--- config.mk ---
export PLATFORM = sky130hd
export DESIGN_NAME = line_sync_filter_flat
export DESIGN_NICKNAME = d
export VERILOG_FILES = /design/src/rtl/line_sync_filter_if.sv /design/src/rtl/line_sync_filter.sv /design/src/flat_wrapper.sv
export SDC_FILE = /design/constraint.sdc
export NUM_CORES = 1
export LEC_CHECK = 0
export BUFFER_PORTS_ARGS = -buffer_cell sky130_fd_sc_hd__buf_2
export CORE_UTILIZATION = 30
export CTS_BUF_LIST = sky130_fd_sc_hd__clkbuf_4
export DETAILED_ROUTE_END_ITERATION = 10
export GPL_TIMING_DRIVEN = 0
export SYNTH_ARGS = -nofsm -noshare
export SYNTH_HDL_FRONTEND = slang
export SYNTH_SLANG_ARGS = --single-unit
--- constraint.sdc ---
create_clock -name clk -period 2.5 [get_ports clk]
set_input_delay 0.375 -clock clk [delete_from_list [all_inputs] [get_ports clk]]
set_output_delay 0.375 -clock clk [all_outputs]
set_load 0.01 [all_outputs]
--- src/rtl/line_sync_filter_if.sv ---
`default_nettype none
// ============================================================================
// Module   : line_sync_filter_if
// Brief    : Pad-side line bundle between raw bus pads and the line conditioner.
// Revision : 1.0 - initial release
// ============================================================================
interface line_sync_filter_if #(
  parameter int CHANNELS = 2
);
  logic [CHANNELS-1:0] line_in;
  logic [CHANNELS-1:0] level_out;
  logic [CHANNELS-1:0] rise_pulse;
  logic [CHANNELS-1:0] fall_pulse;
  logic                any_edge;

  modport master (
    output line_in,
    input  level_out,
    input  rise_pulse,
    input  fall_pulse,
    input  any_edge
  );

  modport slave (
    input  line_in,
    output level_out,
    output rise_pulse,
    output fall_pulse,
    output any_edge
  );
endinterface
`default_nettype wire

--- src/rtl/line_sync_filter.sv ---
`default_nettype none
// ============================================================================
// Module   : line_sync_filter
// Brief    : Per-channel synchroniser, glitch filter and edge strobes.
// Revision : 1.0 - initial release
// ============================================================================
module line_sync_filter #(
  parameter int   CHANNELS      = 2,
  parameter int   SYNC_STAGES   = 2,
  parameter int   FILTER_CYCLES = 4,
  parameter logic RESET_LEVEL   = 1'b1
) (
  input  logic               clk,
  input  logic               rst,
  line_sync_filter_if.slave  bus
);

  localparam int             CNT_W    = $clog2(FILTER_CYCLES + 1);
  localparam logic [CNT_W-1:0] CNT_LAST = CNT_W'(FILTER_CYCLES - 1);

  logic [CHANNELS-1:0] rise_d_all;
  logic [CHANNELS-1:0] fall_d_all;
  logic                any_edge_d;
  logic                any_edge_q;

  for (genvar i = 0; i < CHANNELS; i++) begin : g_chan
    logic [SYNC_STAGES-1:0] sync_q, sync_d;
    logic                   samp_q, samp_d;
    logic [CNT_W-1:0]       cnt_q, cnt_d;
    logic                   level_q, level_d;
    logic                   rise_q, rise_d;
    logic                   fall_q, fall_d;

    // samp_q is one register past the synchroniser so a change sampled at
    // edge 0 is accepted exactly SYNC_STAGES+FILTER_CYCLES edges later.
    always_comb begin
      sync_d  = {sync_q[SYNC_STAGES-2:0], bus.line_in[i]};
      samp_d  = sync_q[SYNC_STAGES-1];
      level_d = level_q;
      cnt_d   = '0;
      rise_d  = 1'b0;
      fall_d  = 1'b0;
      if (samp_q != level_q) begin
        if (cnt_q == CNT_LAST) begin
          level_d = samp_q;
          rise_d  = samp_q;
          fall_d  = ~samp_q;
        end else begin
          cnt_d = cnt_q + CNT_W'(1);
        end
      end
    end

    always_ff @(posedge clk) begin
      if (rst) begin
        sync_q  <= {SYNC_STAGES{RESET_LEVEL}};
        samp_q  <= RESET_LEVEL;
        level_q <= RESET_LEVEL;
        cnt_q   <= '0;
        rise_q  <= 1'b0;
        fall_q  <= 1'b0;
      end else begin
        sync_q  <= sync_d;
        samp_q  <= samp_d;
        level_q <= level_d;
        cnt_q   <= cnt_d;
        rise_q  <= rise_d;
        fall_q  <= fall_d;
      end
    end

    assign rise_d_all[i]     = rise_d;
    assign fall_d_all[i]     = fall_d;
    assign bus.level_out[i]  = level_q;
    assign bus.rise_pulse[i] = rise_q;
    assign bus.fall_pulse[i] = fall_q;
  end

  always_comb begin
    any_edge_d = |(rise_d_all | fall_d_all);
  end

  always_ff @(posedge clk) begin
    if (rst) begin
      any_edge_q <= 1'b0;
    end else begin
      any_edge_q <= any_edge_d;
    end
  end

  assign bus.any_edge = any_edge_q;

endmodule
`default_nettype wire

--- src/flat_wrapper.sv ---
// flat-port wrapper written by rule: the top's interface ports become plain ports
module line_sync_filter_flat 
#(
  parameter int   CHANNELS      = 2,
  parameter int   SYNC_STAGES   = 2,
  parameter int   FILTER_CYCLES = 4,
  parameter logic RESET_LEVEL   = 1'b1
)
  (clk, rst, bus_line_in, bus_level_out, bus_rise_pulse, bus_fall_pulse, bus_any_edge);
  line_sync_filter_if #(.CHANNELS(CHANNELS)) bus_i ();
  input  logic clk;
  input  logic rst;
  input wire logic [$bits(bus_i.line_in)-1:0] bus_line_in;
  output wire logic [$bits(bus_i.level_out)-1:0] bus_level_out;
  output wire logic [$bits(bus_i.rise_pulse)-1:0] bus_rise_pulse;
  output wire logic [$bits(bus_i.fall_pulse)-1:0] bus_fall_pulse;
  output wire logic [$bits(bus_i.any_edge)-1:0] bus_any_edge;
  assign bus_i.line_in = bus_line_in;
  assign bus_level_out = bus_i.level_out;
  assign bus_rise_pulse = bus_i.rise_pulse;
  assign bus_fall_pulse = bus_i.fall_pulse;
  assign bus_any_edge = bus_i.any_edge;
  line_sync_filter #(.CHANNELS(CHANNELS), .SYNC_STAGES(SYNC_STAGES), .FILTER_CYCLES(FILTER_CYCLES), .RESET_LEVEL(RESET_LEVEL)) u_core (.clk(clk), .rst(rst), .bus(bus_i));
endmodule
==> results of run 1 <==
## synth_stat cells, drive strengths merged
master,n
nor4b,2
nand2,2
dfxtp,19
buf,6
nand2b,1
inv,3
clkbuf,1
and4bb,2
nor4,4
xor2,1
ha,5
mux2i,2
or2,6
a311o,1
xnor2,2
nor3b,2
## final timing paths
kind | start | end | depth (start not counted) | slack, ns
max | u_core.g_chan[0].cnt_q[0] | u_core.bus.any_edge | 4 | 1.12
max reg2reg | u_core.g_chan[0].cnt_q[0] | u_core.bus.any_edge | 4 | 1.12
min reg2reg | u_core.g_chan[0].sync_q[1] | u_core.g_chan[0].samp_q | 1 | 0.42
min | bus_line_in[1] | u_core.g_chan[1].sync_q[0] | 2 | 0.26
## state kept, by name, indices dropped and copies added (netlist names)
name                   count
u_core.g_chan.rise_q       2
u_core.g_chan.fall_q       2
u_core.g_chan.sync_q       4
u_core.bus.any_edge        1
u_core.g_chan.cnt_q        6
u_core.g_chan.samp_q       2
u_core.g_chan.level_q      2
## layout by cell type (no fill, tap or decap)
cell type,count
nor4b_1,2
nor4_1,4
nor3b_1,2
inv_1,3
and4bb_2,1
xnor2_1,2
buf_4,6
or2_2,6
xor2_1,1
ha_1,5
a311o_1,1
clkbuf_1,1
and4bb_4,1
mux2i_1,2
nand2b_1,1
nand2_1,2
buf_2,10
clkbuf_4,4
dfxtp_1,19
## cells by family (layout without fill, tap and decap cells)
kind of cell    after synthesis  in the layout  share of synthesized area (%)
mux                           2              2                           2.87
buf+inv                      10             24                           8.62
compound gates                1              1                           1.44
simple gates                 19             19                           19.7
xor+xnor                      3              3                           3.77
fa+ha+maj                     5              5                           8.98
flops                        19             19                           54.6
## report_power, final
| group | internal (W) | switching, W |
|---|---|---|
| Combinational | 0.00000644 | 0.00000601 |
| Clock | 0.0000727 | 0.0000879 |
| Sequential | 0.000307 | 0.00000185 |
## per-layer routing
layer,vias to the layer above,part of all wire [%],global-route usage [%]
met3,2,5.5,2.12
met2,11,41,12.2
li1,225,-,-
met5,-,0,0
met4,0,1.5,7.14
met1,199,51,10.5
## per-stage QoR
step           utilization (%)  area (um^2)  hold WS (ns)  total power, W  worst slack, ns
2_1_floorplan                -          697         0.389        0.000323             1.20
3_3_place_gp              35.7          782         0.391        0.000328             1.14
3_5_place_dp              35.7          782         0.395        0.000329             1.12
4_1_cts                   37.1          812         0.253        0.000489             1.11
5_1_grt                   37.1          812         0.252        0.000509             1.05
6_report                  37.1          812         0.263        0.000482             1.12
## worst reg2reg max path: cells and delay by family, from the launching register on
kind	cells	cell delay (ns)
DFF	1	0.33
and+or+nand+nor	1	0.25
AOI/OAI and AO/OA	1	0.26
adders and majority gates	2	0.44
## final cells by class
cell class	count	share of cell area, %
Multi-Input combinational cell	30	31.6
Clock buffer	4	3.70
Timing Repair Buffer	10	6.16
Buffer	7	6.01
Sequential cell	19	46.8
Tap cell	28	4.31
Inverter	3	1.39
==> metrics.txt, run 1 <==
Layout Nets=a little over 80; register area share after synthesis=between 50 and 60%; status=finished clean; Finish-stage setup viols=0; Unique masters post-synth=17; Ports=11; Final Cycle Share=55.3%; vias per std cell=roughly 4.3; drt wl/cell=roughly 9.1 um; final hold vios=0; largest net degree at the start of global routing=11; number of global-route vias before repair=358; clock slew at reported path FFs=0.10 ns; DR DRC count=0; hold_buf cts=0; worst vdd ir=around 290 uV; Post-Layout Cell Count=just over 100; Slew @ Worst Pin=roughly 0.37 ns; Initial Utilization=between 30% and 40%; Multi-input gate area=around 260 um^2; diode count=0; H-tree depth=1; CP delay by family, top=adder cells; most area-consuming cells after synthesis=dfxtp_1 55%, ha_1 9.0%, buf_4 6.5%; crit path DAT=1.57 ns; Hold Path Class=input pin to flip-flop; Startpoint Class=flip-flop; Layout Skew=about 0.0017 ns; syn_nets=68; Ys Warns=0; worst skew pair latency=0.28 ns; die area=2520 um^2; most used cell, CP=ha_1; fin crit period=about 1.4 ns; RSZ-0062 raised after global routing=no; die extent in x=about 50 um; Core ar.=~2200 um^2; Leak=around 0.34 nW; Pre-Repair DR Iteration Count=1; Worst Path Required=2.68 ns; first-pass GRT wire length=~1.5 mm; crit path max fanout=4; GR Util All Layers=under 10%; Gate Count Post-Synth=59; Total Wirelength=919 um; root buf cell=clkbuf_4; CP cell instances=ha_1, ha_1, and4bb_2, a311o_1; Cell Pwr Density=about 590 nW/um^2; max-cap violation count=0; Synth area leader=dfxtp_1; layout cells sized above 1=38.4%; #FFs+latches synth=19; GRT Residual Overflow=0; slowest library cell on the worst path=dfxtp_1; PortBufs=10; via count=437; top cell type's share of synthesized area=54.6%; post-CTS setup buffer count=0; Max stage delay on crit path=0.33 ns; P&R area growth vs syn=16.5%; cts bufs inserted=3; routability cong.=between 0.6 and 0.7; Final ANT Viol Nets=0; Slew HR=75.5%; Clock Tree Buf Depth=2; Buf+Inv Stages, Crit Path=0; die height=around 50 um; setup TNS=0 ns; placed cells=between 90 and 100; initial DRC count=0; Syn Area/Cell=~12 um^2; capturing element type of the critical path=flip-flop; TritonCTS clock tree=yes; Pins Over Slew Limit=0; Num Clock Sinks=19; Post-Syn Area=~700 um^2; CTS resizes=0; row cnt=17; # fillers=roughly 230; Final HPWL DP=between 600 and 700 um; FF/Latch Area=roughly 380 um^2; initial antenna violation count=0; Achievable Freq=a little over 700 MHz; Crit Path Class=flip-flop to flip-flop
Power figures use the tool's default switching activity.
==> run 2: changes to the inputs <==
clock period = 1.4 ns   (was 2.5 ns; I/O delays follow)
==> run 2 against run 1 <==
Compared with the run above:
- final cell count unchanged
- clock skew about the same
- register-to-register slack worse by 1.1 ns
- sequential share of layout area down 0.29 points
- critical path depth unchanged
==> metrics.txt, run 2 (synthesis results as in run 1) <==
status=finished clean (unchanged); Buf+Inv Stages, Crit Path=0 (unchanged); Finished Cell Area=817 um^2 (was 812 um^2); placed cells=97 (unchanged); CP cell instances=ha_1, ha_2, and4bb_2, a311o_1 (was ha_1, ha_1, and4bb_2, a311o_1); setup TNS=0 ns (unchanged); die extent in x=50.2 um (unchanged); final hold vios=0 (unchanged); Slew @ Worst Pin=0.367 ns (about the same); worst vdd ir=527 uV (was 290 uV); overall power=0.000860 W (was 0.000482 W); root buf cell=clkbuf_4 (unchanged); RR Endpoint=u_core.bus.any_edge (unchanged); Total Wirelength=941 um (was 919 um); Final HPWL DP=676 um (unchanged); diode count=0 (unchanged); initial antenna violation count=0 (unchanged); vias per std cell=4.35 (was 4.33); largest net degree at the start of global routing=11 (unchanged); met1 GRT Util=10.5% (unchanged); worst hold slack=0.0982 ns (was 0.263 ns); Layout Nets=83 (unchanged); fin crit period=1.35 ns (was 1.38 ns); Final ANT Viol Nets=0 (unchanged); Hold Path Class=input pin to flip-flop (unchanged); GRT met2 Usage=12.2% (unchanged); capturing element type of the critical path=flip-flop (unchanged); Num Clock Sinks=19 (unchanged); TritonCTS clock tree=yes (unchanged); number of global-route vias before repair=358 (unchanged); initial DRC count=0 (unchanged); routability cong.=0.637 (unchanged); row cnt=17 (unchanged); RSZ-0062 raised after global routing=no (unchanged); Post-Layout Cell Count=101 (unchanged); Final Cycle Share=96.3% (was 55.3%); Crit Path Class=flip-flop to flip-flop (unchanged); clock slew at reported path FFs=0.10 ns (about the same); Pins Over Slew Limit=0 (unchanged); Slew HR=75.5% (about the same); Cell Pwr Density=1050 nW/um^2 (was 593 nW/um^2); most common cell after layout, fill and taps aside=dfxtp_1 (unchanged); Reg with most FFs=u_core.g_chan.cnt_q (unchanged); Core ar.=2190 um^2 (unchanged); worst skew pair latency=0.28 ns (about the same); Layout Skew=0.00178 ns (was 0.00165 ns); Largest regs=u_core.g_chan.cnt_q x6, u_core.g_chan.sync_q x4 (unchanged); Initial Utilization=31.8% (unchanged); Ports=11 (unchanged); GR Util All Layers=8.49% (unchanged); Largest register FFs=6 (unchanged); Worst Path Required=1.58 ns (was 2.68 ns); die height=50.2 um (unchanged); cts bufs inserted=3 (unchanged); Finish-stage setup viols=0 (unchanged); most frequent cells in the layout=19 x dfxtp_1, 10 x buf_2, 6 x or2_2, 6 x buf_4 (was 19 x dfxtp_1, 10 x buf_2, 6 x or2_2, 6 x buf_4, 5 x ha_1); layout cells sized above 1=41.1% (was 38.4%); post-CTS setup buffer count=0 (unchanged); DR DRC count=0 (unchanged); Clock Tree Buf Depth=2 (unchanged); CTS resizes=0 (unchanged); slowest library cell on the worst path=dfxtp_1 (unchanged); R2R depth=4 (unchanged); GRT Residual Overflow=0 (unchanged); GR peak layer=met2 (unchanged); crit path DAT=1.53 ns (was 1.57 ns); first-pass GRT wire length=1.52 mm (unchanged); Startpoint Class=flip-flop (unchanged); Leak=0.337 nW (was 0.339 nW); crit path max fanout=4 (unchanged); min-delay src=bus_line_in[1] (unchanged); H-tree depth=1 (unchanged); via count=439 (was 437); Max stage delay on crit path=0.33 ns (about the same); PortBufs=10 (unchanged); drt wl/cell=9.32 um (was 9.10 um); Placement Cell Area=782 um^2 (unchanged); P&R area growth vs syn=17.2% (was 16.5%); Hold Path Sink=u_core.g_chan[1].sync_q[0] (unchanged); reg2reg setup slack=0.05 ns (was 1.12 ns); die area=2520 um^2 (unchanged); Achievable Freq=742 MHz (was 724 MHz); max-cap violation count=0 (unchanged); cell depth of the worst hold path=2 (unchanged); Pre-Repair DR Iteration Count=1 (unchanged); reg2reg start=u_core.g_chan[0].cnt_q[0] (unchanged); CP delay by family, top=adder cells (unchanged); hold_buf cts=0 (unchanged); met3 Track Usage GR=2.12% (unchanged)
## run 2: cell type report
type                    instances  area, um^2
clock buffers                   4        30.0
flip-flops and latches         19         380
well taps                      28        35.0
inverters                       3        11.3
plain buffers                   7        48.8
multi-input cells              30         262
fillers                       230        1370
repair buffers                 10        50.0
## run 2: metrics by stage
| stage | utilization [%] | setup slack, ns |
|---|---|---|
| 6_report | 37.3 | 0.0522 |
| 5_1_grt | 37.3 | 0.0107 |
| 4_1_cts | 37.1 | 0.00821 |
| 3_5_place_dp | 35.7 | 0.0250 |
| 3_3_place_gp | 35.7 | 0.0418 |
| 2_1_floorplan | - | 0.101 |
## run 2: power by group
group	internal, W	switching [W]
Sequential	0.000548	0.00000330
Clock	0.000130	0.000157
Combinational	0.0000115	0.0000107
Total	0.000689	0.000171
## run 2: worst max path at each step
| stage | startpoint | endpoint | slack, ns | cells after the start |
|---|---|---|---|---|
| floorplan | u_core.g_chan[0].cnt_q[0] | u_core.bus.any_edge | 0.10 | 4 |
| global placement | u_core.g_chan[0].cnt_q[0] | u_core.bus.any_edge | 0.04 | 4 |
| detailed placement | u_core.g_chan[0].cnt_q[0] | u_core.bus.any_edge | 0.02 | 4 |
| CTS | u_core.g_chan[0].cnt_q[0] | u_core.bus.any_edge | 0.008 | 4 |
| global route | u_core.g_chan[0].cnt_q[0] | u_core.bus.any_edge | 0.01 | 4 |
| finish | u_core.g_chan[0].cnt_q[0] | u_core.bus.any_edge | 0.05 | 4 |
## run 2: layer usage
layer	part of all wire (%)	vias up
met3	5.4	2
met5	0	-
met2	43	11
met4	1.5	0
met1	50	202
li1	-	224
